<file path="src/rtl/oflow_similarity_scheduler.sv">
// Scheduler between the previous-frame feature buffer and one similarity PE:
// streams candidate feature lines to the PE and keeps the minimum score and its id.
module oflow_similarity_scheduler #(
    parameter int DATA_W  = 128,
    parameter int SCORE_W = 32,
    parameter int ID_W    = 12,
    parameter int ADDR_W  = 6
) (
    input  logic                clk,
    input  logic                reset_N,
    input  logic                start,
    input  logic [ADDR_W:0]     num_prev,
    output logic                mem_rd_en,
    output logic [ADDR_W-1:0]   mem_addr,
    input  logic [DATA_W-1:0]   mem_rd_data,
    output logic                pe_start,
    output logic [DATA_W-1:0]   pe_features_of_prev,
    input  logic                pe_control_for_read_new_line,
    input  logic                pe_valid,
    input  logic [SCORE_W-1:0]  pe_score,
    input  logic [ID_W-1:0]     pe_id,
    output logic                busy,
    output logic                done,
    output logic [SCORE_W-1:0]  best_score,
    output logic [ID_W-1:0]     best_id,
    output logic                no_match
);

    typedef enum logic [2:0] {
        S_IDLE, S_FETCH, S_WAIT, S_LAUNCH, S_COMPUTE, S_FINISH
    } state_t;

    state_t              state_q, state_d;
    logic [ADDR_W:0]     cnt_q, cnt_d;
    logic [ADDR_W:0]     idx_q, idx_d;
    logic [ADDR_W:0]     idx_nxt;
    logic [DATA_W-1:0]   feat_q, feat_d;
    logic [DATA_W-1:0]   stage_q, stage_d;
    logic                staged_vld_q, staged_vld_d;
    logic                pf_issued_q, pf_issued_d;
    logic                pf_pend_q, pf_pend_d;
    logic [SCORE_W-1:0]  best_score_q, best_score_d;
    logic [ID_W-1:0]     best_id_q, best_id_d;
    logic                no_match_q, no_match_d;
    logic                zero_dly_q, zero_dly_d;

    assign idx_nxt = idx_q + {{ADDR_W{1'b0}}, 1'b1};

    always_ff @(posedge clk or negedge reset_N) begin
        if (!reset_N) begin
            state_q      <= S_IDLE;
            cnt_q        <= '0;
            idx_q        <= '0;
            feat_q       <= '0;
            staged_vld_q <= 1'b0;
            pf_issued_q  <= 1'b0;
            pf_pend_q    <= 1'b0;
            best_score_q <= '1;
            best_id_q    <= '0;
            no_match_q   <= 1'b0;
            zero_dly_q   <= 1'b0;
        end else begin
            state_q      <= state_d;
            cnt_q        <= cnt_d;
            idx_q        <= idx_d;
            feat_q       <= feat_d;
            staged_vld_q <= staged_vld_d;
            pf_issued_q  <= pf_issued_d;
            pf_pend_q    <= pf_pend_d;
            best_score_q <= best_score_d;
            best_id_q    <= best_id_d;
            no_match_q   <= no_match_d;
            zero_dly_q   <= zero_dly_d;
        end
    end

    // Staging line is qualified by staged_vld_q, so it needs no reset.
    always_ff @(posedge clk) begin
        stage_q <= stage_d;
    end

    always_comb begin
        state_d      = state_q;
        cnt_d        = cnt_q;
        idx_d        = idx_q;
        feat_d       = feat_q;
        stage_d      = stage_q;
        staged_vld_d = staged_vld_q;
        pf_issued_d  = pf_issued_q;
        pf_pend_d    = pf_pend_q;
        best_score_d = best_score_q;
        best_id_d    = best_id_q;
        no_match_d   = no_match_q;
        zero_dly_d   = zero_dly_q;
        mem_rd_en    = 1'b0;
        mem_addr     = '0;
        pe_start     = 1'b0;
        done         = 1'b0;

        case (state_q)
            S_IDLE: begin
                if (start) begin
                    cnt_d        = num_prev;
                    idx_d        = '0;
                    staged_vld_d = 1'b0;
                    pf_issued_d  = 1'b0;
                    pf_pend_d    = 1'b0;
                    best_score_d = '1;
                    best_id_d    = '0;
                    no_match_d   = 1'b0;
                    if (num_prev == '0) begin
                        zero_dly_d = 1'b1;
                        state_d    = S_FINISH;
                    end else begin
                        state_d    = S_FETCH;
                    end
                end
            end
            S_FETCH: begin
                mem_rd_en = 1'b1;
                mem_addr  = idx_q[ADDR_W-1:0];
                state_d   = S_WAIT;
            end
            S_WAIT: begin
                feat_d  = mem_rd_data;
                state_d = S_LAUNCH;
            end
            S_LAUNCH: begin
                pe_start = 1'b1;
                state_d  = S_COMPUTE;
            end
            S_COMPUTE: begin
                if (pf_pend_q) begin
                    stage_d      = mem_rd_data;
                    staged_vld_d = 1'b1;
                    pf_pend_d    = 1'b0;
                end
                // A hint coinciding with the result is left to the fetch path.
                if (pe_control_for_read_new_line && !pe_valid && !pf_issued_q && (idx_nxt < cnt_q)) begin
                    mem_rd_en   = 1'b1;
                    mem_addr    = idx_nxt[ADDR_W-1:0];
                    pf_issued_d = 1'b1;
                    pf_pend_d   = 1'b1;
                end
                if (pe_valid) begin
                    if (pe_score < best_score_q) begin
                        best_score_d = pe_score;
                        best_id_d    = pe_id;
                    end
                    pf_issued_d  = 1'b0;
                    pf_pend_d    = 1'b0;
                    staged_vld_d = 1'b0;
                    if (idx_nxt == cnt_q) begin
                        state_d = S_FINISH;
                    end else begin
                        idx_d = idx_nxt;
                        if (staged_vld_q) begin
                            feat_d  = stage_q;
                            state_d = S_LAUNCH;
                        end else if (pf_pend_q) begin
                            feat_d  = mem_rd_data;
                            state_d = S_LAUNCH;
                        end else begin
                            state_d = S_FETCH;
                        end
                    end
                end
            end
            S_FINISH: begin
                no_match_d = (cnt_q == '0);
                // An empty scan spends one extra cycle here before reporting.
                if (zero_dly_q) begin
                    zero_dly_d = 1'b0;
                end else begin
                    done    = 1'b1;
                    state_d = S_IDLE;
                end
            end
            default: state_d = S_IDLE;
        endcase
    end

    assign busy                = (state_q != S_IDLE);
    assign pe_features_of_prev = feat_q;
    assign best_score          = best_score_q;
    assign best_id             = best_id_q;
    assign no_match            = no_match_q;

endmodule

</file>
<file path="config.mk">
export PLATFORM = sky130hd
export DESIGN_NAME = oflow_similarity_scheduler
export DESIGN_NICKNAME = d
export VERILOG_FILES = /design/src/rtl/oflow_similarity_scheduler.sv
export SDC_FILE = /design/constraint.sdc
export NUM_CORES = 1
export LEC_CHECK = 0
export ABC_AREA = 1
export ABC_CLOCK_PERIOD_IN_PS = 5500
export CELL_PAD_IN_SITES_DETAIL_PLACEMENT = 1
export CELL_PAD_IN_SITES_GLOBAL_PLACEMENT = 1
export CORE_MARGIN = 1.5
export CORE_UTILIZATION = 34
export CTS_CLUSTER_DIAMETER = 50
export CTS_CLUSTER_SIZE = 25
export DETAILED_ROUTE_END_ITERATION = 10
export PLACE_DENSITY = 0.84
export SLEW_MARGIN = 20
export SYNTH_ARGS = -nofsm -noshare
export SYNTH_HDL_FRONTEND = slang
export SYNTH_SLANG_ARGS = --single-unit
export TNS_END_PERCENT = 100
</file>
<file path="constraint.sdc">
create_clock -name clk -period 5.5 [get_ports clk]
set_input_delay 0.825 -clock clk [delete_from_list [all_inputs] [get_ports clk]]
set_output_delay 0.825 -clock clk [all_outputs]
set_load 0.02 [all_outputs]
</file>
==> report_table.html, run 1 <==
<table>
<tr><th>Metric</th><th>Value</th></tr>
<tr><th colspan="2">Yosys</th></tr>
<tr><td>Top post-synthesis cells by area</td><td>dfrtp_1, edfxtp_1, nand2_1</td></tr>
<tr><td>EDFF count, synth</td><td>128</td></tr>
<tr><td>YS warnings</td><td>0</td></tr>
<tr><td>Most frequent cell after synthesis</td><td>nand2_1</td></tr>
<tr><td>Distinct cell type count after synthesis</td><td>33</td></tr>
<tr><td>Syn_nets</td><td>1608</td></tr>
<tr><td>Sequential cell area fraction in the yosys report</td><td>59.83%</td></tr>
<tr><td>Synthesized area per cell</td><td>10.55 sq um</td></tr>
<tr><td>Combined area of all synthesized cells</td><td>0.01461 sq mm</td></tr>
<tr><td>Leading area contributor after synthesis</td><td>dfrtp_1</td></tr>
<tr><td>Most used flip-flop cell after synthesis</td><td>dfrtp_1</td></tr>
<tr><td>Proportion of synthesized flip-flops having asynchronous set or reset</td><td>60.25%</td></tr>
<tr><td>Synth top area share</td><td>27.75%</td></tr>
<tr><td>List of most frequent post-synthesis cells</td><td>nand2_1, dfrtp_1, edfxtp_1, mux2_2, o21ai_1</td></tr>
<tr><td>Gate count after technology mapping</td><td>1385</td></tr>
<tr><td>#FFs+latches synth</td><td>322</td></tr>
<tr><th colspan="2">Worst setup path</th></tr>
<tr><td>Cell-by-cell listing of the critical path</td><td>ha_1 &gt; nand3_1 &gt; nor2_1 &gt; nand2_1 &gt; xor2_1 &gt; inv_1 &gt; ha_1 &gt; nand2_1 &gt; nand4_1 &gt; a31oi_1 &gt; nand2_1 &gt; inv_1 &gt; nand3_1 &gt; o21ai_0 &gt; clkdlybuf4s50_1</td></tr>
<tr><td>Crit-path max FO</td><td>6</td></tr>
<tr><td>Critical-path cell with the highest stage delay</td><td>clkdlybuf4s50_1</td></tr>
<tr><td>Arr. time, crit path</td><td>3.51 ns</td></tr>
<tr><td>Top cell by count, worst path</td><td>nand2_1</td></tr>
<tr><td>Kind of cell adding the most delay to the critical path</td><td>buffers and inverters</td></tr>
<tr><td>Max incr delay on CP</td><td>0.68 ns</td></tr>
<tr><td>Logic depth of the worst setup path including buffers</td><td>15</td></tr>
<tr><td>Cell depth of the worst flop-to-flop path</td><td>14</td></tr>
<tr><td>CP Capture Type</td><td>output port</td></tr>
<tr><td>CP Buf/Inv Count</td><td>3</td></tr>
<tr><td>Class of the most critical setup path</td><td>register to output port</td></tr>
<tr><td>CP startpoint kind</td><td>register</td></tr>
<tr><td>CP Data Required Time</td><td>4.68 ns</td></tr>
<tr><th colspan="2">Outcome</th></tr>
<tr><td>Result of the run</td><td>completed</td></tr>
<tr><th colspan="2">Floorplan</th></tr>
<tr><td>Area enclosed by the die boundary</td><td>0.04421 sq mm</td></tr>
<tr><td># rows</td><td>75</td></tr>
<tr><td>Height of the die</td><td>210.3 um</td></tr>
<tr><td>Width of the die</td><td>210.3 um</td></tr>
<tr><td>Starting Density</td><td>34.67%</td></tr>
<tr><td>Core area</td><td>0.04213 sq mm</td></tr>
<tr><td>Count of pins on the block boundary</td><td>367</td></tr>
<tr><th colspan="2">Timing</th></tr>
<tr><td>Summed negative setup slack over all endpoints</td><td>0 ns</td></tr>
<tr><td>WHS</td><td>0.2665 ns</td></tr>
<tr><td>Worst slew margin</td><td>28.09%</td></tr>
<tr><td>Final period util</td><td>78.88%</td></tr>
<tr><td>Count of final max-slew check failures</td><td>0</td></tr>
<tr><td>RSZ-0062 raised after global routing</td><td>no</td></tr>
<tr><td>Transition time at the pin with the least slew margin</td><td>1.079 ns</td></tr>
<tr><td>Final Skew</td><td>0.02670 ns</td></tr>
<tr><td>Finish-stage setup viols</td><td>0</td></tr>
<tr><td>Fmax achieved</td><td>230.5 MHz</td></tr>
<tr><td>Endpoints failing hold</td><td>0</td></tr>
<tr><td>Final worst path period need</td><td>4.338 ns</td></tr>
<tr><th colspan="2">Global routing</th></tr>
<tr><td>GRT Total Usage</td><td>21.06%</td></tr>
<tr><td>Aggregate global routing overflow</td><td>0</td></tr>
<tr><td>Global-route wire length before repair</td><td>73180 um</td></tr>
<tr><td>Number of global-route vias before repair</td><td>12990</td></tr>
<tr><td>Number of antenna violations at the first check in global routing</td><td>3</td></tr>
<tr><td>Maximum number of pins on one net before global-route repair</td><td>129</td></tr>
<tr><th colspan="2">Final layout</th></tr>
<tr><td>Count of fill cells added during filler insertion</td><td>4567</td></tr>
<tr><td>Fraction of final layout cells sized beyond drive strength 1</td><td>16.44%</td></tr>
<tr><td>Sequential Area</td><td>0.008738 sq mm</td></tr>
<tr><td>Total area of multi-input combinational cells</td><td>0.005185 sq mm</td></tr>
<tr><td>Layout overhead on the synthesized area</td><td>38.38%</td></tr>
<tr><td>Fin nets</td><td>1953</td></tr>
<tr><td>Number of inserted diodes</td><td>0</td></tr>
<tr><th colspan="2">Drt</th></tr>
<tr><td>Total Routed Length</td><td>46350 um</td></tr>
<tr><td>Via count normalized by instance count</td><td>4.985</td></tr>
<tr><td>Average routed wire per standard cell</td><td>20.13 um</td></tr>
<tr><td>Total number of vias</td><td>11480</td></tr>
<tr><td>Detailed Route Iter0 Violations</td><td>510</td></tr>
<tr><td>Iteration count of the initial detailed-routing pass</td><td>4</td></tr>
<tr><td>Detail Route Antenna Nets</td><td>0</td></tr>
<tr><td>DRC violation count after routing</td><td>0</td></tr>
<tr><th colspan="2">Clock network</th></tr>
<tr><td>Cts bufs inserted</td><td>42</td></tr>
<tr><td>CTS tree</td><td>yes</td></tr>
<tr><td>Number of clock sinks</td><td>322</td></tr>
<tr><td>Number of buffers on the longest clock path</td><td>3</td></tr>
<tr><td>Post-CTS setup repair buffer count</td><td>0</td></tr>
<tr><td>Latest clock arrival within the worst-skew pair</td><td>0.56 ns</td></tr>
<tr><td>H-tree levels</td><td>2</td></tr>
<tr><td>PostCTS Resize Cnt</td><td>0</td></tr>
<tr><td>Clock Pin Slew Worst Setup and Hold Paths</td><td>0.05 ns</td></tr>
<tr><td>CTS Hold Buffers Added</td><td>0</td></tr>
<tr><td>Root buffer cell</td><td>clkbuf_16</td></tr>
<tr><th colspan="2">Power and ir drop</th></tr>
<tr><td>Total power</td><td>0.01153 W</td></tr>
<tr><td>Max IR drop VDD</td><td>0.3468 mV</td></tr>
<tr><td>Pwr/cell area</td><td>570.5 mW/mm^2</td></tr>
<tr><td>Leakage</td><td>8.600 nW</td></tr>
<tr><th colspan="2">Place</th></tr>
<tr><td>Port Buffers</td><td>366</td></tr>
<tr><td>HPWL after detailed placement</td><td>30000 um</td></tr>
<tr><td>Weighted congestion at the end of routability-driven global placement</td><td>0.8111</td></tr>
<tr><th colspan="2">Min path</th></tr>
<tr><td>Worst Hold Class</td><td>input port to asynchronous set/reset pin</td></tr>
<tr><th colspan="2">Run</th></tr>
<tr><td>Max-cap viol count</td><td>0</td></tr>
</table>
==> state kept, by name, indices dropped and copies added (netlist names) <==
| name | flops |
|---|---|
| stage_q | 128 |
| zero_dly_q | 1 |
| cnt_q | 7 |
| idx_q | 7 |
| pf_pend_q | 1 |
| no_match | 1 |
| best_id | 12 |
| pf_issued_q | 1 |
| staged_vld_q | 1 |
| pe_features_of_prev | 128 |
| best_score | 32 |
| state_q | 3 |
==> layer usage <==
metal	up-vias	global-route usage, %	wire length [um]
met5	-	0	48
met4	6	8.410	1613
met3	99	7.420	3789
met2	353	36.13	22850
met1	5692	23.91	18050
li1	5330	-	-
==> per-stage QoR <==
step	worst slack, ns	instances	utilization [%]	instance area [sq um]
after floorplan	0.3711	1385	-	14610
after global placement	1.811	2225	44.45	18730
after detailed placement	1.753	2225	44.45	18730
after CTS	1.133	2303	47.97	20210
after global routing	0.8381	2303	47.97	20210
final	1.162	2303	47.97	20210
==> power by group <==
| part | switching (W) | total [W] | leakage (nW) | internal (W) |
|---|---|---|---|---|
| Sequential | 0.000412 | 0.00371 | 3.53 | 0.00330 |
| Combinational | 0.00296 | 0.00492 | 4.36 | 0.00196 |
| Clock | 0.00116 | 0.00290 | 0.710 | 0.00174 |
==> cell families (layout without fill, tap and decap cells) <==
family | after synthesis | in the layout | share of synthesized area [%]
adder cells (fa/ha/maj) | 39 | 39 | 3.341
XOR/XNOR | 5 | 5 | 0.2998
flip-flops | 322 | 322 | 59.83
AO/OA/AOI/OAI | 188 | 188 | 6.647
buffers and inverters | 164 | 543 | 4.891
AND/OR/NAND/NOR | 539 | 539 | 15.13
multiplexers | 128 | 128 | 9.868
==> final cells by class <==
class,count,share of cell area [%]
Clock inverter,27,1.566
Sequential cell,322,43.23
Timing Repair Buffer,377,18.80
Clock buffer,51,5.781
Inverter,88,1.634
Multi-Input combinational cell,899,25.65
Tap cell,539,3.336
==> worst paths after layout <==
| check | slack [ns] | endpoint | startpoint |
|---|---|---|---|
| min in group clk | 0.47 | best_id[11] | best_id[11] |
| max in group asynchronous | 4.06 | pe_features_of_prev[118] | reset_N |
| worst min register to register | 0.47 | best_id[11] | best_id[11] |
| worst min-delay path | 0.27 | best_id[11] | reset_N |
| worst max-delay path | 1.16 | mem_addr[0] | idx_q[0] |
| worst max register to register | 1.82 | pe_features_of_prev[27] | idx_q[0] |
==> placed cells by master (no fill, tap or decap), types with 31 or more instances in the layout <==
cell             count
ha_1                39
nand2_1            404
nand3_1             54
clkbuf_16           45
inv_1               83
o21ai_1            115
or2_2               31
mux2_2             128
edfxtp_1           128
dfrtp_1            162
dfstp_2             32
o21ai_0             42
clkdlybuf4s50_1    365
(Power assumes the default switching activity.)
==> run 2, diff against run 1 <==
ABC_CLOCK_PERIOD_IN_PS = 3500   (was 5500)
clock period = 3.5 ns   (was 5.5 ns; I/O delays follow)
==> run 2 against run 1 <==
Net effect: via count rose by 1.2%; worst hold slack got worse by 0.23 ns; routed wire length increased by 1.6%; global-route usage grew 0.21 points; first-iteration DRC count up 13%; utilization rose by 0.080 points; clock skew up 0.0027 ns; total power up 54%; critical endpoint is now mem_addr[1]; largest cell class unchanged; largest power group unchanged; highest routed layer unchanged.
==> report_table.html, run 2 (synthesized netlist as in run 1, its figures left out) <==
<table>
<tr><th>Metric</th><th>Value</th></tr>
<tr><th colspan="2">Outcome</th></tr>
<tr><td>Result of the run</td><td>completed</td></tr>
<tr><th colspan="2">Global routing</th></tr>
<tr><td>Number of antenna violations at the first check in global routing</td><td>7 (+4)</td></tr>
<tr><td>GRT Total Usage</td><td>21.27% (+0.21 points)</td></tr>
<tr><td>Aggregate global routing overflow</td><td>0 (unchanged)</td></tr>
<tr><td>Maximum number of pins on one net before global-route repair</td><td>129 (unchanged)</td></tr>
<tr><td>Global-route wire length before repair</td><td>73150 um (about the same)</td></tr>
<tr><td>Number of global-route vias before repair</td><td>12870 (-0.93%)</td></tr>
<tr><th colspan="2">Timing</th></tr>
<tr><td>RSZ-0062 raised after global routing</td><td>yes</td></tr>
<tr><td>Worst slew margin</td><td>36.42% (+8.3 points)</td></tr>
<tr><td>Transition time at the pin with the least slew margin</td><td>0.9537 ns (-0.1250 ns)</td></tr>
<tr><td>Final worst path period need</td><td>3.448 ns</td></tr>
<tr><td>Endpoints failing hold</td><td>0 (unchanged)</td></tr>
<tr><td>Fmax achieved</td><td>290.0 MHz</td></tr>
<tr><td>Final Skew</td><td>0.02940 ns (+0.002707 ns)</td></tr>
<tr><td>Final period util</td><td>98.52%</td></tr>
<tr><td>Count of final max-slew check failures</td><td>0 (unchanged)</td></tr>
<tr><td>Finish-stage setup viols</td><td>0 (unchanged)</td></tr>
<tr><th colspan="2">Place</th></tr>
<tr><td>Weighted congestion at the end of routability-driven global placement</td><td>0.8617 (+6.2%)</td></tr>
<tr><td>HPWL after detailed placement</td><td>31210 um (+4.0%)</td></tr>
<tr><td>Port Buffers</td><td>366 (unchanged)</td></tr>
<tr><th colspan="2">Final layout</th></tr>
<tr><td>Share of the core filled with cells in the final layout</td><td>48.05% (+0.080 points)</td></tr>
<tr><td>Commonest non-fill, non-tap cells in the layout</td><td>nand2_1, clkdlybuf4s50_1, dfrtp_1, mux2_2, edfxtp_1</td></tr>
<tr><td>Fin nets</td><td>1966 (+0.67%)</td></tr>
<tr><td>Commonest non-fill, non-tap cell in the layout</td><td>nand2_1</td></tr>
<tr><td>Fraction of final layout cells sized beyond drive strength 1</td><td>17.97% (+1.5 points)</td></tr>
<tr><td>Layout overhead on the synthesized area</td><td>38.62%</td></tr>
<tr><th colspan="2">Drt</th></tr>
<tr><td>Average routed wire per standard cell</td><td>20.35 um (+1.1%)</td></tr>
<tr><td>DRC violation count after routing</td><td>0 (unchanged)</td></tr>
<tr><td>Total Routed Length</td><td>47110 um (+1.6%)</td></tr>
<tr><td>Via count normalized by instance count</td><td>5.016 (+0.63%)</td></tr>
<tr><td>Iteration count of the initial detailed-routing pass</td><td>4 (unchanged)</td></tr>
<tr><td>Detailed Route Iter0 Violations</td><td>576 (+13%)</td></tr>
<tr><td>Detail Route Antenna Nets</td><td>0 (unchanged)</td></tr>
<tr><td>Total number of vias</td><td>11610 (+1.2%)</td></tr>
<tr><th colspan="2">Worst setup path</th></tr>
<tr><td>Class of the most critical setup path</td><td>register to output port</td></tr>
<tr><td>Crit-path max FO</td><td>6 (unchanged)</td></tr>
<tr><td>Worst R2R Start</td><td>idx_q[1]</td></tr>
<tr><td>Arr. time, crit path</td><td>2.92 ns (-0.59 ns)</td></tr>
<tr><td>CP Data Required Time</td><td>2.97 ns (-1.71 ns)</td></tr>
<tr><td>Worst reg-to-reg setup slack</td><td>0.58 ns (-1.24 ns)</td></tr>
<tr><td>CP Capture Type</td><td>output port</td></tr>
<tr><td>CP startpoint kind</td><td>register</td></tr>
<tr><td>Cell depth of the worst flop-to-flop path</td><td>12 (-2)</td></tr>
<tr><td>Worst flop-to-flop path endpoint</td><td>pe_features_of_prev[82]</td></tr>
<tr><th colspan="2">Clock network</th></tr>
<tr><td>Cts bufs inserted</td><td>41 (-2.4%)</td></tr>
<tr><td>Number of clock sinks</td><td>322 (unchanged)</td></tr>
<tr><td>Root buffer cell</td><td>clkbuf_16</td></tr>
<tr><td>Latest clock arrival within the worst-skew pair</td><td>0.57 ns (about the same)</td></tr>
<tr><td>H-tree levels</td><td>2 (unchanged)</td></tr>
<tr><td>Clock Pin Slew Worst Setup and Hold Paths</td><td>0.06 ns (about the same)</td></tr>
<tr><td>CTS tree</td><td>yes</td></tr>
<tr><td>CTS Hold Buffers Added</td><td>0 (unchanged)</td></tr>
<tr><td>Number of buffers on the longest clock path</td><td>3 (unchanged)</td></tr>
<tr><th colspan="2">Power and ir drop</th></tr>
<tr><td>Switching component of the power</td><td>0.007087 W (+56%)</td></tr>
<tr><td>Pwr/cell area</td><td>878.7 mW/mm^2 (+54%)</td></tr>
<tr><td>Internal power component</td><td>0.01070 W (+53%)</td></tr>
<tr><td>Leakage</td><td>8.621 nW (+0.24%)</td></tr>
<tr><td>Max IR drop VDD</td><td>0.6624 mV (+91%)</td></tr>
<tr><td>Proportion of power drawn by combinational gates</td><td>43.6% (+0.9 points)</td></tr>
<tr><td>Switching share of power</td><td>39.83% (+0.50 points)</td></tr>
<tr><td>Sequential group share of total power</td><td>32.8% (+0.6 points)</td></tr>
<tr><td>Total power</td><td>0.01779 W (+54%)</td></tr>
<tr><td>Part of the total power dissipated in the clock network</td><td>23.6% (-1.6 points)</td></tr>
<tr><th colspan="2">Floorplan</th></tr>
<tr><td># rows</td><td>75 (unchanged)</td></tr>
<tr><td>Count of pins on the block boundary</td><td>367 (unchanged)</td></tr>
<tr><td>Core area</td><td>0.04213 sq mm (unchanged)</td></tr>
<tr><td>Starting Density</td><td>34.67% (unchanged)</td></tr>
<tr><td>Area enclosed by the die boundary</td><td>0.04421 sq mm (unchanged)</td></tr>
<tr><td>Height of the die</td><td>210.3 um (unchanged)</td></tr>
<tr><td>Width of the die</td><td>210.3 um (unchanged)</td></tr>
<tr><th colspan="2">Min path</th></tr>
<tr><td>Worst Hold Class</td><td>input port to asynchronous set/reset pin</td></tr>
<tr><th colspan="2">Run</th></tr>
<tr><td>Max-cap viol count</td><td>0 (unchanged)</td></tr>
</table>
-- run 2: critical path, cell delays in order, from the launching register on --
cell and delay, ns:
dfrtp_1 0.40, ha_4 0.18, nand3_4 0.08, nor2_4 0.12, nand2_2 0.07, xor2_2 0.22, inv_2 0.08, ha_4 0.22
nand2_1 0.10, nand4_1 0.11, a31oi_1 0.23, nand2_2 0.11, inv_2 0.11, nand3_1 0.07, o21ai_1 0.10, buf_4 0.17
-- run 2: per-stage QoR --
stage | std cells | hold slack (ns) | cell area (sq um) | setup TNS, ns | setup WS (ns)
2_1_floorplan | 1385 | 0.2294 | 14620 | -9.844 | -0.08630
3_3_place_gp | 2235 | 0.4554 | 18820 | 0 | 0.2131
3_5_place_dp | 2235 | 0.4575 | 18820 | -0.1142 | -0.04662
4_1_cts | 2312 | 0.04432 | 20170 | -0.007245 | -0.007245
5_1_grt | 2315 | 0.06778 | 20250 | -0.4695 | -0.09238
6_report | 2315 | 0.03739 | 20250 | 0 | 0.05176
-- run 2: layout make-up --
class	count	area [sq um]
Clock buffer	46	1065
Sequential cell	322	8738
Fill cell	4570	21890
Tap cell	539	674.4
Clock inverter	29	282.8
Inverter	88	330.3
Antenna cell	1	2.502
Timing Repair Buffer	391	3899
Multi-Input combinational cell	899	5255
-- run 2: worst max-delay path by stage --
stage                     from                 endpoint  slack (ns)  cells past startpoint
floorplan           state_q[0]  pe_features_of_prev[10]       -0.09                     11
global placement      idx_q[0]              mem_addr[4]        0.21                     15
detailed placement    idx_q[0]              mem_addr[4]       -0.05                     15
CTS                   idx_q[0]              mem_addr[4]      -0.007                     15
global route          idx_q[1]              mem_addr[1]       -0.09                     15
finish                idx_q[1]              mem_addr[1]        0.05                     15
-- run 2: per-layer routing --
| metal | vias to the layer above | global-route usage, % | wire, um |
|---|---|---|---|
| met5 | - | 0 | 69 |
| met4 | 10 | 8.360 | 1528 |
| met3 | 92 | 7.628 | 3916 |
| met2 | 349 | 36.60 | 23410 |
| met1 | 5795 | 24.02 | 18190 |
| li1 | 5367 | - | - |
-- run 2: power by group through the flow --
stage          sequential [W]  combinational [W]  clock, W
2_1_floorplan         0.00692            0.00322         0
4_1_cts               0.00584            0.00785   0.00431
3_3_place_gp          0.00581            0.00749         0
3_5_place_dp          0.00588            0.00777         0
6_report              0.00583            0.00776   0.00420
5_1_grt               0.00596            0.00849   0.00443
-- run 2: repair_timing --
| action | 4_1_cts | 5_1_grt |
|---|---|---|
| endpoints found under the hold margin | 0 | 0 |
| gates resized for setup | 37 | 20 |
| buffers inserted | 2 | 2 |
| pin swaps | 1 | 5 |
| endpoints found under the setup margin | 7 | 7 |
